[config.mk]
export PLATFORM = sky130hd
export DESIGN_NAME = joy_scan_md
export DESIGN_NICKNAME = d
export VERILOG_FILES = /design/src/rtl/joy_pkg.sv /design/src/rtl/joy_md_decode.sv /design/src/rtl/joy_scan_md.sv
export SDC_FILE = /design/constraint.sdc
export NUM_CORES = 1
export LEC_CHECK = 0
export BUFFER_PORTS_ARGS = -buffer_cell sky130_fd_sc_hd__buf_2
export CAP_MARGIN = 20
export CORE_MARGIN = 1
export CORE_UTILIZATION = 40
export DETAILED_ROUTE_END_ITERATION = 8
export SYNTH_ARGS = -nofsm -noshare
export SYNTH_HDL_FRONTEND = slang
export SYNTH_SLANG_ARGS = --single-unit
[constraint.sdc]
create_clock -name clk -period 4.85 [get_ports clk]
set_input_delay 0.7275 -clock clk [delete_from_list [all_inputs] [get_ports clk]]
set_output_delay 0.7275 -clock clk [all_outputs]
set_load 0.005 [all_outputs]
[src/rtl/joy_pkg.sv]
// Shared definitions for the Megadrive/passive shift-chain joystick scanner.
// Holds shifter slot positions, output bit positions, pad type codes, the
// protocol phase count and the scan engine state encoding.
package joy_pkg;

  // Shifter slot positions within one pad's group of slots
  localparam int SLOT_U  = 0;
  localparam int SLOT_D  = 1;
  localparam int SLOT_L  = 2;
  localparam int SLOT_R  = 3;
  localparam int SLOT_P6 = 4;  // B (sel=1) / A (sel=0)
  localparam int SLOT_P9 = 5;  // C (sel=1) / Start (sel=0)

  // Output bit positions within a pad's 12-bit word: MXYZ SACB RLDU
  localparam int JB_U = 0;
  localparam int JB_D = 1;
  localparam int JB_L = 2;
  localparam int JB_R = 3;
  localparam int JB_B = 4;
  localparam int JB_C = 5;
  localparam int JB_A = 6;
  localparam int JB_S = 7;
  localparam int JB_Z = 8;
  localparam int JB_Y = 9;
  localparam int JB_X = 10;
  localparam int JB_M = 11;

  // Detected pad type
  localparam logic [1:0] JT_PASSIVE = 2'b00;
  localparam logic [1:0] JT_3B      = 2'b01;
  localparam logic [1:0] JT_6B      = 2'b10;

  localparam int NUM_PHASES = 8;

  typedef enum logic [2:0] {
    ST_IDLE   = 3'd0,
    ST_SETTLE = 3'd1,
    ST_LOAD   = 3'd2,
    ST_SHIFT  = 3'd3,
    ST_GAP    = 3'd4
  } eng_state_t;

endpackage

[src/rtl/joy_md_decode.sv]
// Per-pad Megadrive protocol decoder.
// Captures the six shifter slots of one pad at the end of each protocol
// phase, derives the 3-button (md) and 6-button (six) flags, builds the
// 12-bit negative-logic button word on commit and filters every bit through
// a DEBOUNCE-deep history before it reaches joy_o.
// Ports:
//   clk, reset_n   system clock, synchronous active-low reset
//   slots[5:0]     this pad's slots from the phase just shifted (U D L R p6 p9)
//   phase[2:0]     protocol phase that just finished shifting
//   phase_done     one-cycle strobe: slots/phase valid
//   commit         one-cycle strobe: publish the scan result
//   joy_o[11:0]    debounced MXYZ SACB RLDU, 0 = pressed
//   joy_type[1:0]  detected pad type, updated on commit without debounce
module joy_md_decode
  import joy_pkg::*;
#(
  parameter int DEBOUNCE = 4
) (
  input  logic        clk,
  input  logic        reset_n,
  input  logic [5:0]  slots,
  input  logic [2:0]  phase,
  input  logic        phase_done,
  input  logic        commit,
  output logic [11:0] joy_o,
  output logic [1:0]  joy_type
);

  logic [5:0]  cap0;       // phase 0: U D L R B C
  logic        cap_a;
  logic        cap_s;
  logic [3:0]  cap6;       // phase 6: Z Y X M on the U D L R slots
  logic        md;
  logic        six;

  logic [11:0] hist     [DEBOUNCE];
  logic [11:0] hist_nxt [DEBOUNCE];
  logic [11:0] word;
  logic [11:0] all_one;
  logic [11:0] any_one;
  logic [11:0] agree;
  logic [1:0]  type_nxt;

  always_comb begin
    word     = '1;
    type_nxt = JT_PASSIVE;
    word[JB_U] = cap0[SLOT_U];
    word[JB_D] = cap0[SLOT_D];
    word[JB_L] = cap0[SLOT_L];
    word[JB_R] = cap0[SLOT_R];
    word[JB_B] = cap0[SLOT_P6];
    word[JB_C] = cap0[SLOT_P9];
    if (md) begin
      word[JB_A] = cap_a;
      word[JB_S] = cap_s;
      type_nxt   = JT_3B;
      if (six) begin
        word[JB_Z] = cap6[SLOT_U];
        word[JB_Y] = cap6[SLOT_D];
        word[JB_X] = cap6[SLOT_L];
        word[JB_M] = cap6[SLOT_R];
        type_nxt   = JT_6B;
      end
    end

    // History after this commit: newest entry first
    hist_nxt[0] = word;
    for (int k = 1; k < DEBOUNCE; k++) begin
      hist_nxt[k] = hist[k-1];
    end

    all_one = '1;
    any_one = '0;
    for (int k = 0; k < DEBOUNCE; k++) begin
      all_one = all_one & hist_nxt[k];
      any_one = any_one | hist_nxt[k];
    end
    // A bit may move only when every history entry holds the same value
    agree = all_one | ~any_one;
  end

  always_ff @(posedge clk) begin
    if (!reset_n) begin
      cap0     <= '1;
      cap_a    <= 1'b1;
      cap_s    <= 1'b1;
      cap6     <= '1;
      md       <= 1'b0;
      six      <= 1'b0;
      joy_o    <= '1;
      joy_type <= JT_PASSIVE;
      for (int k = 0; k < DEBOUNCE; k++) begin
        hist[k] <= '1;
      end
    end else begin
      if (phase_done) begin
        case (phase)
          3'd0: cap0 <= slots;
          3'd1: begin
            // A Megadrive pad pulls L and R low while select is low
            md <= ~slots[SLOT_L] & ~slots[SLOT_R];
            if (!slots[SLOT_L] && !slots[SLOT_R]) begin
              cap_a <= slots[SLOT_P6];
              cap_s <= slots[SLOT_P9];
            end
          end
          // Third low phase of a 6-button pad drives all directions low
          3'd5: six <= md & (slots[3:0] == 4'b0000);
          3'd6: if (six) cap6 <= slots[3:0];
          default: ;
        endcase
      end
      if (commit) begin
        for (int k = 0; k < DEBOUNCE; k++) begin
          hist[k] <= hist_nxt[k];
        end
        joy_o    <= (joy_o & ~agree) | (word & agree);
        joy_type <= type_nxt;
      end
    end
  end

endmodule

[src/rtl/joy_scan_md.sv]
// Megadrive/passive joystick scanner for a chained 74x165-style shifter.
// Drives the pad select line through the 8-phase 6-button protocol, loads
// and shifts the chain once per phase, and publishes per-pad debounced
// buttons and pad type after an idle gap that lets 6-button pads reset.
// Ports:
//   clk, reset_n   system clock, synchronous active-low reset
//   scan_en        1 = scan continuously, 0 = stop after the current scan
//   joy_data       serial data from the shifter
//   joy_clk        shifter clock, idles low, shifts on rising edge
//   joy_load_n     shifter parallel load, active low
//   joy_sel        pad select line to all pads
//   joy_o          pad n at [12n+11:12n]: MXYZ SACB RLDU, 0 = pressed
//   joy_type       pad n at [2n+1:2n]: 00 passive, 01 3-button, 10 6-button
//   frame_done     one-cycle pulse when a scan result is committed
module joy_scan_md
  import joy_pkg::*;
#(
  parameter int NUM_JOY      = 2,
  parameter int BITS_PER_JOY = 8,
  parameter int CLK_DIV      = 8,
  parameter int SETTLE_CYC   = 64,
  parameter int IDLE_CYC     = 24000,
  parameter int DEBOUNCE     = 4
) (
  input  logic                    clk,
  input  logic                    reset_n,
  input  logic                    scan_en,
  input  logic                    joy_data,
  output logic                    joy_clk,
  output logic                    joy_load_n,
  output logic                    joy_sel,
  output logic [NUM_JOY*12-1:0]   joy_o,
  output logic [NUM_JOY*2-1:0]    joy_type,
  output logic                    frame_done
);

  localparam int TMR_MAX = (SETTLE_CYC > IDLE_CYC)
                         ? ((SETTLE_CYC > CLK_DIV) ? SETTLE_CYC : CLK_DIV)
                         : ((IDLE_CYC > CLK_DIV) ? IDLE_CYC : CLK_DIV);
  localparam int TMR_W  = $clog2(TMR_MAX);
  localparam int SLOT_W = $clog2(BITS_PER_JOY);
  localparam int PAD_W  = (NUM_JOY > 1) ? $clog2(NUM_JOY) : 1;

  localparam logic [TMR_W-1:0]  SETTLE_LAST = TMR_W'(SETTLE_CYC - 1);
  localparam logic [TMR_W-1:0]  DIV_LAST    = TMR_W'(CLK_DIV - 1);
  localparam logic [TMR_W-1:0]  DIV_HALF    = TMR_W'(CLK_DIV / 2);
  localparam logic [TMR_W-1:0]  SAMPLE_AT   = TMR_W'(CLK_DIV / 2 - 1);
  localparam logic [TMR_W-1:0]  GAP_LAST    = TMR_W'(IDLE_CYC - 1);
  localparam logic [SLOT_W-1:0] SLOT_FIRST  = SLOT_W'(BITS_PER_JOY - 1);
  localparam logic [PAD_W-1:0]  PAD_LAST    = PAD_W'(NUM_JOY - 1);
  localparam logic [2:0]        PHASE_LAST  = 3'(NUM_PHASES - 1);

  eng_state_t        state;
  logic [2:0]        phase;
  logic [TMR_W-1:0]  tmr;
  logic [SLOT_W-1:0] slot_cnt;
  logic [PAD_W-1:0]  pad_cnt;
  logic [5:0]        slot_reg [NUM_JOY];

  logic settle_end;
  logic load_end;
  logic bit_end;
  logic shift_end;
  logic sample;
  logic gap_end;

  assign settle_end = (state == ST_SETTLE) && (tmr == SETTLE_LAST);
  assign load_end   = (state == ST_LOAD)   && (tmr == DIV_LAST);
  assign bit_end    = (state == ST_SHIFT)  && (tmr == DIV_LAST);
  assign shift_end  = bit_end && (slot_cnt == '0) && (pad_cnt == PAD_LAST);
  // Sample on the last cycle of the low half, before the rising edge
  assign sample     = (state == ST_SHIFT)  && (tmr == SAMPLE_AT);
  assign gap_end    = (state == ST_GAP)    && (tmr == GAP_LAST);

  // Pin levels follow the engine state directly so reset idles them at once
  assign joy_sel    = ((state == ST_SETTLE) || (state == ST_LOAD) || (state == ST_SHIFT))
                    ? ~phase[0] : 1'b1;
  assign joy_load_n = (state != ST_LOAD);
  assign joy_clk    = (state == ST_SHIFT) && (tmr >= DIV_HALF);

  always_ff @(posedge clk) begin
    if (!reset_n) begin
      state      <= ST_IDLE;
      phase      <= 3'd0;
      tmr        <= '0;
      slot_cnt   <= SLOT_FIRST;
      pad_cnt    <= '0;
      frame_done <= 1'b0;
    end else begin
      frame_done <= gap_end;
      tmr        <= tmr + 1'b1;
      case (state)
        ST_IDLE: begin
          tmr <= '0;
          if (scan_en) begin
            phase <= 3'd0;
            state <= ST_SETTLE;
          end
        end
        ST_SETTLE: begin
          if (settle_end) begin
            tmr   <= '0;
            state <= ST_LOAD;
          end
        end
        ST_LOAD: begin
          if (load_end) begin
            tmr      <= '0;
            slot_cnt <= SLOT_FIRST;
            pad_cnt  <= '0;
            state    <= ST_SHIFT;
          end
        end
        ST_SHIFT: begin
          if (bit_end) begin
            tmr <= '0;
            if (slot_cnt == '0) begin
              slot_cnt <= SLOT_FIRST;
              if (pad_cnt == PAD_LAST) begin
                pad_cnt <= '0;
                if (phase == PHASE_LAST) begin
                  state <= ST_GAP;
                end else begin
                  phase <= phase + 3'd1;
                  state <= ST_SETTLE;
                end
              end else begin
                pad_cnt <= pad_cnt + 1'b1;
              end
            end else begin
              slot_cnt <= slot_cnt - 1'b1;
            end
          end
        end
        ST_GAP: begin
          if (gap_end) begin
            tmr   <= '0;
            state <= ST_IDLE;
          end
        end
        default: begin
          tmr   <= '0;
          state <= ST_IDLE;
        end
      endcase
    end
  end

  // Serial capture: only slots 0..5 of each pad are kept; every kept slot is
  // rewritten in each phase, so no clearing is needed between phases.
  always_ff @(posedge clk) begin
    if (sample && (slot_cnt < SLOT_W'(6))) begin
      for (int p = 0; p < NUM_JOY; p++) begin
        if (pad_cnt == PAD_W'(p)) begin
          slot_reg[p][slot_cnt[2:0]] <= joy_data;
        end
      end
    end
  end

  for (genvar p = 0; p < NUM_JOY; p++) begin : g_pad
    joy_md_decode #(
      .DEBOUNCE(DEBOUNCE)
    ) u_dec (
      .clk        (clk),
      .reset_n    (reset_n),
      .slots      (slot_reg[p]),
      .phase      (phase),
      .phase_done (shift_end),
      .commit     (gap_end),
      .joy_o      (joy_o[12*p +: 12]),
      .joy_type   (joy_type[2*p +: 2])
    );
  end

endmodule

Word-level counts from Yosys, hierarchy flattened

Memory sizes are Yosys's and may differ from the RTL's.
Index checks and enable logic that the tools add are counted.

Flip-flop bits (word level): 82
Bits in latches: 0
Bits in writable memories: 108
Bits in read-only memories: 0
Input port bits: 4
Output and inout bits: 32
Logic and storage cells: 193
Memories kept: 3

Add/sub/neg operators: 4
Multiply operators: 0
Div/mod/pow operators: 0
Magnitude comparators: 4
Equality and inequality tests: 21
Shift-type cells: 0
Muxes and demuxes: 61
Bitwise operators: 41
Reductions and logical operators: 37

Memory list:

| memory              | words | width | read ports | clocked after Yosys merged registers in | wr ports | RTL line            | RTL |
|---|---|---|---|---|---|---|---|
| g_pad[0].u_dec.hist | 4     | 12    | 3          | 0                                       | 4        | joy_md_decode.sv:36 | `logic [11:0] hist [DEBOUNCE];` |
| g_pad[1].u_dec.hist | 4     | 12    | 3          | 0                                       | 4        | joy_md_decode.sv:36 |  |
| slot_reg            | 2     | 6     | 2          | 0                                       | 1        | joy_scan_md.sv:58   | `logic [5:0] slot_reg [NUM_JOY];` |

Operators by type and width:

| operator                                             | count |
|---|---|
| AND 12 bit                                           | 10 |
| bitwise OR 12 bit                                    | 10 |
| 2-to-1 mux 12 bit                                    | 8 |
| 2-to-1 mux 15 bit                                    | 4 |
| one-hot mux 15 bit (4 select lines)                  | 1 |
| 2-to-1 mux 3 bit                                     | 16 |
| NOT 12 bit                                           | 4 |
| 2-to-1 mux 6 bit                                     | 6 |
| adder 15 x 1 -> 15 bit, second input constant        | 1 |
| == test 15 bit, second input constant                | 1 |
| == test 15 x 2 -> 1 bit, second input constant       | 1 |
| == test 15 x 3 -> 1 bit, second input constant       | 1 |
| == test 15 x 6 -> 1 bit, second input constant       | 1 |
| >= comparator 15 x 3 -> 1 bit, second input constant | 1 |
| 2-to-1 mux 1 bit                                     | 15 |
| one-hot mux 3 bit (5 select lines)                   | 1 |
| AND reduction 3 bit                                  | 5 |
| == test 3 bit, second input constant                 | 4 |
| logical AND 1 bit                                    | 12 |
| inequality test 2 bit, second input constant         | 6 |
| one-hot mux 3 bit (2 select lines)                   | 2 |
| zero test 3 bit                                      | 3 |
| zero test 4 bit                                      | 2 |
| 2-to-1 mux 2 bit                                     | 4 |
| other kinds (24)                                     | 49 |

Longest topological paths before layout

Gate-level depths: netlist (run 1).

Word-level depth: 10
Mapped depth: 9
Gate-level depth less buffers: 7

Modules after synthesis

From an unflattened synthesis (run 1), not the netlist that was laid out.

Cells, all modules: 660
Area total of the unflattened synthesis: 7213.2 um2

Modules (own cells, without submodules):

| module        | times used | cells an instance | area each (um2) | seq. area each (um2) |
|---|---|---|---|---|
| joy_md_decode | 2          | 226               | 2628.8          | 1641.6 |
| joy_scan_md   | 1          | 208               | 1955.6          | 880.8 |

Worst setup path before layout (run 1)

No wires, ideal clock.

Path type: register -> register
From: register tmr[0]
To: memory g_pad[0].u_dec.hist[0][0] (enable)
Arrival time: 3.067 ns
Required time: 4.418 ns
Setup slack: 1.350 ns
Stages on the path, launching flop included: 8
Buffers on the path: 2
Cell sequence: dfxtp_1 > ha_1 > nand3b_1 > nor4_4 > nand3_1 > buf_2 > clkbuf_1 > nand2_1

RTL lines:

| item                   | RTL line            | RTL |
|---|---|---|
| from (decl)            | joy_scan_md.sv:55   | `logic [TMR_W-1:0] tmr;` |
| from (signal assigned) | joy_scan_md.sv:91   | `tmr <= tmr + 1'b1;` |
| to (decl)              | joy_md_decode.sv:36 |  |

==> results of run 1 <==
stage by stage:
step	hold slack (ps)	utilization [%]	setup WS, ps	cell area, µm²
2_1_floorplan	425.7	-	1351	7119
3_3_place_gp	441.3	43.07	1993	7476
3_5_place_dp	452.4	43.07	1911	7476
4_1_cts	460.8	46.31	1889	8038
5_1_grt	487.6	46.31	1667	8038
6_report	457.7	46.31	1893	8038
layer usage:
| layer | routed length, µm | global-route usage [%] | vias up |
|---|---|---|---|
| li1 | - | - | 2433 |
| met1 | 7111 | 22.66 | 2369 |
| met2 | 6877 | 26.35 | 50 |
| met3 | 354 | 4.265 | 13 |
| met4 | 189 | 5.119 | 0 |
| met5 | 0 | 0 | - |
critical path: stages (launching register included):
cell	delay, ps
dfxtp_1	370
ha_1	270
nand3b_1	160
nor4_4	370
nand3_4	90
buf_4	350
nand2_2	350
buf_4	510
cells in the mapped netlist, types with 5 or more instances:
master	n
a21oi_1	19
and3_1	5
clkbuf_1	28
dfxtp_1	82
edfxtp_1	84
ha_1	9
inv_1	14
mux2i_1	29
nand2_1	44
nand2b_1	9
nand3_1	16
nand3b_1	5
nand4_1	18
nor2_1	36
nor3_1	18
nor4_1	6
o2111a_1	6
o211ai_1	19
o21ai_0	27
or3_1	77
or4_1	25
xnor2_1	10
final timing paths:
check                                                 from                         end  slack, ps  cells after the start
worst min-delay path            g_pad[0].u_dec.joy_type[0]  g_pad[0].u_dec.joy_type[0]        460                      2
worst max register to register                      tmr[0]  g_pad[1].u_dec.hist[0][29]       1890                      7
worst min register to register  g_pad[0].u_dec.joy_type[0]  g_pad[0].u_dec.joy_type[0]        460                      2
worst max-delay path                                tmr[0]  g_pad[1].u_dec.hist[0][29]       1890                      7
power groups by stage:
stage	Combinational, µW	Clock, µW	Sequential [µW]
5_1_grt	163	1390	1520
3_3_place_gp	144	0	1540
4_1_cts	149	1330	1520
6_report	148	1310	1520
3_5_place_dp	147	0	1550
2_1_floorplan	120	0	1540
logic make-up after synthesis:
logic type,synth area share (%)
AOI/OAI and AO/OA,7.838
muxes,4.077
xor gates and xnor gates,1.722
DFF,58.49
adders and majority gates,1.582
and+or+nand+nor,23.15
buffers and inverters,3.146
final cells by class:
type | count | area, µm²
Clock inverter | 15 | 136.4
Sequential cell | 166 | 4164
Multi-Input combinational cell | 414 | 2746
Inverter | 15 | 56.30
Tap cell | 225 | 281.5
Timing Repair Buffer | 42 | 227.7
Fill cell | 1528 | 9319
Clock buffer | 17 | 425.4
==> metrics.md, run 1 <==
| Metric | Value |
|---|---|
| Outcome | finished, final reports clean |
| Syn_area_per_cell | 11.26 µm² |
| Placed insts | 862 |
| Sequential power share | 50.9% |
| First-pass GRT wire length | 23.83 mm |
| Max-slew violations | 0 |
| Core area | 17,360 µm² |
| Iter 0 DRT Violations | 342 |
| # DRC | 0 |
| Vias/cell | 5.442 |
| Min Tclk post-route | 2957 ps |
| Final Hold Fails | 0 |
| CP Launch Type | flip-flop |
| CP Max Fanout | 111 |
| Layout cells sized above 1 | 13.15% |
| Cell Area, Synth | 7119 µm² |
| GPL Wtd Cong | 0.7775 |
| Synth Warn # | 0 |
| Gr ovfl total | 0 |
| Crit Path Class | reg2reg |
| DRT Pass-1 Iters | 4 |
| Worst EP required | 4910 ps |
| Die area | 18,340 µm² |
| Fmax | 0.3382 GHz |
| Yosys top cell by area | edfxtp_1 |
| Clock Power Share | 44.1% |
| Crit share post-route | 60.96% |
| Clock transition at path regs | 60 ps |
| CTS tree | yes |
| Num rows | 48 |
| Initial Utilization | 41.02% |
| Slew headroom | 37.76% |
| Most frequent cells in the layout | edfxtp_1 (84), dfxtp_1 (82), or3_1 (77) |
| Number of synthesized flops with an enable pin | 84 |
| Top post-synthesis cells by area | edfxtp_1 (35%), dfxtp_1 (23%), or3_1 (6.8%), mux2i_1 (4.1%), or4_1 (2.6%) |
| Vias in the first global route | 4,595 |
| Async SR Flop Fraction | 0% |
| Most common cell after layout, fill and taps aside | edfxtp_1 |
| Synth-to-layout area growth | 12.90% |
| Pin count of the biggest net entering global routing | 112 |
| Die W | 135.4 µm |
| Pwr Total | 2976 µW |
| Nature of the critical path endpoint | flip-flop |
| Setup TNS | 0 ps |
| # nets final | 669 |
| DR vias | 4,865 |
| Top_reg_cell synth | edfxtp_1 |
| Max Clock Skew | 7.294 ps |
| Min-Delay Path Class | reg2reg |
| Post-Layout Cell Count | 894 |
| Synth unique cells | 50 |
| IO Pins | 36 |
| Setup bufs post-CTS | 0 |
| Synthesized instance count | 632 |
| HPWL after DPL | 9.418 mm |
| Post-synth top area share | 35.43% |
| Seq/Total Area, Yosys | 58.49% |
| VDD IR max | 238.8 µV |
| Ant. Diodes | 0 |
| Clock Path Buffers | 2 |
| Switching Share | 23.01% |
| LEAKAGE | 0.002509 µW |
| Antenna violations before repair | 0 |
| Number of synthesized register bits | 166 |
| Die Height | 135.4 µm |
| CP Data Arrival Time | 3020 ps |
| Num CTS Buffers | 17 |
| Clock Latency Late Sink | 430 ps |
| Pwr Density | 370.3 nW/µm² |
| CTS resizes | 0 |
| RSZ-0062 raised after global routing | false |
| Max Cap Violations | 0 |
| H-tree levels | 4 |
| Syn Nets | 645 |
| P_sw | 684.7 µW |
| Int Pwr | 2292 µW |
| DRT Wirelength | 14.53 mm |
| Cts hold-fix bufs | 0 |
| Final count of negative-setup-slack endpoints | 0 |
| CTS Sinks | 166 |
| Port buffer count | 35 |
| Slew @ Worst Pin | 933.6 ps |
| DRT antenna net count | 0 |
| Gate power share | 5.0% |
| All-Layer GR Usage | 16.77% |
| Root Buffer Master | clkbuf_16 |
| Post-DR wirelength/cell | 16.26 µm |
Power figures use the tool's default switching activity.
==> inputs of run 2 (changes only) <==
==> constraint.sdc (replaced) <==
create_clock -name clk -period 2.5 [get_ports clk]
set_input_delay 0.375 -clock clk [delete_from_list [all_inputs] [get_ports clk]]
set_output_delay 0.375 -clock clk [all_outputs]
set_load 0.005 [all_outputs]
==> run 2 against run 1 <==
Net effect: non-clock buffer count increased by 10; die area unchanged; sequential power increased by 93%; critical path depth decreased by 1; clock power increased by 85%; core utilization is 0.58 points higher; via count increased by 2.0%; power increased by 91%; critical endpoint is now g_pad[1].u_dec.hist[0][11]; largest cell class unchanged.
==> metrics.md, run 2 (same netlist as run 1, synthesis figures left out) <==
| Metric | Value |
|---|---|
| Slew @ Worst Pin | 514.0 ps |
| Gate power share | 5.3% |
| Slowest cell on crit path | nor4_4 |
| LEAKAGE | 0.002566 µW |
| Die Height | 135.4 µm |
| Clock transition at path regs | 70 ps |
| CTS tree | yes |
| Core area | 17,360 µm² |
| All-Layer GR Usage | 16.75% |
| CP Launch Type | flip-flop |
| Fmax | 0.4439 GHz |
| P_sw | 1377 µW |
| Post-DR wirelength/cell | 15.93 µm |
| Synth-to-layout area growth | 14.32% |
| CTS resizes | 0 |
| DR vias | 4,962 |
| Pin count of the biggest net entering global routing | 74 |
| Most common cell after layout, fill and taps aside | edfxtp_1 |
| Max Cap Violations | 0 |
| Clock Power Share | 42.9% |
| GPL Wtd Cong | 0.7769 |
| Die W | 135.4 µm |
| Most frequent cells in the layout | edfxtp_1 (84), dfxtp_1 (82), or3_1 (77) |
| CP Max Fanout | 9 |
| Initial Utilization | 41.02% |
| VDD IR max | 478.1 µV |
| CP delay by family, top | simple AND/OR/NAND/NOR gates |
| Final worst setup slack | 247.5 ps |
| WL met3 | 626 µm |
| Final Hold Fails | 0 |
| Iter 0 DRT Violations | 265 |
| Clock Path Buffers | 2 |
| Antenna violations before repair | 0 |
| RSZ-0062 raised after global routing | false |
| Vias/cell | 5.489 |
| Max-slew violations | 0 |
| Slowest cell delay on critical path | 410 ps |
| Min-Delay Path Class | in2reg |
| Gr ovfl total | 0 |
| Clock Latency Late Sink | 430 ps |
| Slew headroom | 65.74% |
| Port buffer count | 35 |
| Cts hold-fix bufs | 0 |
| # nets final | 679 |
| Layout cells sized above 1 | 14.73% |
| IO Pins | 36 |
| CP Data Arrival Time | 2430 ps |
| Num CTS Buffers | 17 |
| Critical path, cell by cell | ha_1 > nand3b_1 > nor4_4 > nor2b_1 > nand2_1 > or3_1 |
| Root Buffer Master | clkbuf_16 |
| Max Clock Skew | 7.830 ps |
| Final count of negative-setup-slack endpoints | 0 |
| HPWL after DPL | 9.771 mm |
| Num rows | 48 |
| Uppermost layer routed | met4 |
| DRT antenna net count | 0 |
| Worst EP required | 2680 ps |
| Setup bufs post-CTS | 0 |
| Nature of the critical path endpoint | flip-flop |
| Vias in the first global route | 4,706 |
| Crit Path Class | reg2reg |
| # DRC | 0 |
| DRT Wirelength | 14.40 mm |
| Crit share post-route | 90.10% |
| Worst slack, placed | 216.6 ps |
| First-pass GRT wire length | 23.71 mm |
| Sequential power share | 51.8% |
| Outcome | finished, final reports clean |
| CTS Sinks | 166 |
| Min Tclk post-route | 2253 ps |
| Die area | 18,340 µm² |
| Ant. Diodes | 0 |
| Buffers & Inverters on Critical Path | 0 |
| Setup TNS | 0 ps |
| H-tree levels | 4 |
| Met2 WL | 6.894 mm |
| Met1 wire length | 6.702 mm |
| Pwr Density | 696.7 nW/µm² |
| Switching Share | 24.29% |
| Int Pwr | 4293 µW |
| DRT Pass-1 Iters | 4 |
-- run 2: changes by cell type in the layout (fill, tap and decap cells not counted) --
cell / delta
nand2_2: -1
clkinv_4: +3
inv_6: +2
bufinv_16: -2
buf_4: +7
clkinv_2: -3
clkinv_1: -2
inv_8: +2
buf_12: +3
nand2_4: +1
-- run 2: path summary, 6_finish.rpt --
kind                            depth (start not counted)  slack [ps]                  startpoint                    endpoint
worst max register to register                          6         250                      tmr[0]  g_pad[1].u_dec.hist[0][11]
worst min-delay path                                    2         260                     reset_n      g_pad[0].u_dec.cap0[3]
worst max-delay path                                    6         250                      tmr[0]  g_pad[1].u_dec.hist[0][11]
worst min register to register                          2         450  g_pad[0].u_dec.joy_type[0]  g_pad[0].u_dec.joy_type[0]
-- run 2: metal layers --
layer | vias to the layer above | GRT usage [%]
met5 | - | 0
met3 | 14 | 4.826
li1 | 2446 | -
met4 | 0 | 5.306
met1 | 2426 | 21.85
met2 | 76 | 26.72
-- run 2: layout make-up --
cell class	count	area, µm²
Sequential cell	166	4164
Fill cell	1575	9218
Timing Repair Buffer	52	340.3
Clock inverter	15	120.1
Inverter	15	56.30
Clock buffer	17	425.4
Multi-Input combinational cell	414	2751
Tap cell	225	281.5
-- run 2: per-stage QoR --
step | hold WS [ps] | power (µW) | std cells | util (%) | area [µm²]
after floorplan | 425.7 | 3212 | 632 | - | 7127
after global placement | 439.2 | 3286 | 872 | 43.75 | 7594
after detailed placement | 447.7 | 3300 | 872 | 43.75 | 7594
after CTS | 246.0 | 5732 | 904 | 46.89 | 8139
after global routing | 247.9 | 5875 | 904 | 46.89 | 8139
final | 262.0 | 5670 | 904 | 46.89 | 8139
-- run 2: power by group through the flow --
stage	clock network [µW]	registers, µW	logic, µW
after floorplan	0	2980	234
after global placement	0	2990	293
after detailed placement	0	3000	303
after CTS	2490	2940	303
after global routing	2600	2940	333
final	2430	2940	301
==> inputs of run 3 (changes only) <==
--- a/config.mk
+++ b/config.mk
@@ -7,9 +7,10 @@
 export LEC_CHECK = 0
 export BUFFER_PORTS_ARGS = -buffer_cell sky130_fd_sc_hd__buf_2
 export CAP_MARGIN = 20
-export CORE_MARGIN = 1
+export CORE_MARGIN = 3
 export CORE_UTILIZATION = 40
 export DETAILED_ROUTE_END_ITERATION = 8
+export PLACE_DENSITY = 0.62
 export SYNTH_ARGS = -nofsm -noshare
 export SYNTH_HDL_FRONTEND = slang
 export SYNTH_SLANG_ARGS = --single-unit
==> run 3 against run 2 <==
Net effect: largest cell class unchanged; critical path type unchanged; combinational power is 2% lower; critical path depth unchanged; power grew 5.9%; cell area grew 0.68%; worst setup slack worse by 31 ps.
==> metrics.md, run 3 (same netlist as run 1, synthesis figures left out) <==
| Metric | Value |
|---|---|
| Clock Latency Late Sink | 430 ps |
| Root Buffer Master | clkbuf_16 |
| H-tree levels | 4 |
| Die Height | 139.4 µm |
| # DRC | 0 |
| Nature of the critical path endpoint | flip-flop |
| Vias in the first global route | 4,721 |
| CTS tree | yes |
| DRT Pass-1 Iters | 5 |
| Num rows | 48 |
| VDD IR max | 453.0 µV |
| DRT antenna net count | 0 |
| Final worst setup slack | 216.1 ps |
| CP Max Fanout | 9 |
| Setup TNS | 0 ps |
| Slew @ Worst Pin | 521.4 ps |
| Most frequent cells in the layout | edfxtp_1 (84), dfxtp_1 (82), or3_1 (77) |
| R2r startpoint | tmr[0] |
| Clock Path Buffers | 2 |
| Reg2Reg Depth | 6 |
| Post-Layout Cell Count | 901 |
| Gr ovfl total | 0 |
| Hold path cells | 1 |
| Fmax | 0.4379 GHz |
| Post-DR wirelength/cell | 16.48 µm |
| Final Hold Fails | 0 |
| RSZ-0062 raised after global routing | false |
| Ant. Diodes | 0 |
| Setup bufs post-CTS | 0 |
| Reg2Reg Setup Slack | 220 ps |
| Iter 0 DRT Violations | 347 |
| All-Layer GR Usage | 15.42% |
| Final hold slack | 284.8 ps |
| Port buffer count | 35 |
| IO Pins | 36 |
| First-pass GRT wire length | 24.41 mm |
| Min-Delay Path Class | in2reg |
| Crit Path Class | reg2reg |
| Reg-to-reg endpoint | g_pad[1].u_dec.hist[0][8] |
| Placed insts | 869 |
| CTS Sinks | 166 |
| Synth-to-layout area growth | 15.10% |
| Pwr Total | 6005 µW |
| Hold Path Origin | joy_data |
| GPL Wtd Cong | 0.7661 |
| # nets final | 676 |
| LEAKAGE | 0.002590 µW |
| Hold worst-path end | slot_reg[0][8] |
| Slew headroom | 65.24% |
| CTS resizes | 0 |
| Max Clock Skew | 9.347 ps |
| CP Launch Type | flip-flop |
| Worst EP required | 2660 ps |
| CP Data Arrival Time | 2450 ps |
| Min Tclk post-route | 2284 ps |
| HPWL after DPL | 9.736 mm |
| Max Cap Violations | 0 |
| DR vias | 4,984 |
| Most common cell after layout, fill and taps aside | edfxtp_1 |
| Die area | 19,440 µm² |
| Antenna violations before repair | 0 |
| Die W | 139.4 µm |
| Vias/cell | 5.532 |
| Initial Utilization | 41.02% |
| Final count of negative-setup-slack endpoints | 0 |
| Pwr Density | 732.9 nW/µm² |
| Core area | 17,360 µm² |
| Layout cells sized above 1 | 14.35% |
| Pin count of the biggest net entering global routing | 72 |
| Worst slack, placed | 198.4 ps |
| Cts hold-fix bufs | 0 |
| Crit share post-route | 91.35% |
| Clock transition at path regs | 60 ps |
| Max-slew violations | 0 |
| DRT Wirelength | 14.85 mm |
| Num CTS Buffers | 17 |
| Outcome | finished, final reports clean |
run 3: cell types whose count changed in the layout (fill, tap and decap cells not counted), sizes merged:
cell / delta
clkbuf: +5
clkinv: -6
buf: -3
bufinv: +2
clkinvlp: -1
run 3: routing by layer:
layer  routed length [µm]  share of wire (%)  global-route usage (%)  vias up
met2                 7212                 49                   24.89       75
li1                     -                  -                       -     2445
met3                  547                3.7                   3.746       20
met4                  215                1.4                   5.252        0
met1                 6876                 46                   20.44     2444
met5                    0                  0                       0        -
run 3: critical path, stage by stage, from the launching register on:
cell and delay, ps:
dfxtp_1 370, ha_1 250, nand3b_1 160, nor4_4 390
nor2b_1 210, nand2_1 230, or3_1 420
run 3: layout make-up:
| class | count | area, µm² |
|---|---|---|
| Inverter | 15 | 56.30 |
| Clock inverter | 10 | 128.9 |
| Fill cell | 1522 | 9163 |
| Sequential cell | 166 | 4164 |
| Multi-Input combinational cell | 414 | 2751 |
| Timing Repair Buffer | 49 | 305.3 |
| Clock buffer | 22 | 506.7 |
| Tap cell | 225 | 281.5 |
run 3: power breakdown:
part	internal (µW)	switching [µW]	leakage [µW]
combinational	101	195	0.000915
clock	1670	1100	0.000311
sequential	2900	44.4	0.00136
total	4660	1340	0.00259
run 3: per-stage QoR:
step / util (%) / area, µm²
floorplan: - / 7127
global placement: 43.55 / 7559
detailed placement: 43.55 / 7559
CTS: 47.21 / 8194
global route: 47.21 / 8194
finish: 47.21 / 8194
run 3: how the worst max path moves through the flow:
| stage | start | slack (ps) | to | depth (start not counted) |
|---|---|---|---|---|
| 2_1_floorplan | tmr[0] | 30 | g_pad[0].u_dec.hist[0][0] | 7 |
| 3_3_place_gp | tmr[0] | 250 | g_pad[1].u_dec.hist[0][10] | 6 |
| 3_5_place_dp | tmr[0] | 200 | g_pad[1].u_dec.hist[0][8] | 6 |
| 4_1_cts | tmr[0] | 200 | g_pad[1].u_dec.hist[0][8] | 6 |
| 5_1_grt | tmr[0] | 50 | g_pad[0].u_dec.hist[0][8] | 6 |
| 6_report | tmr[0] | 220 | g_pad[1].u_dec.hist[0][8] | 6 |
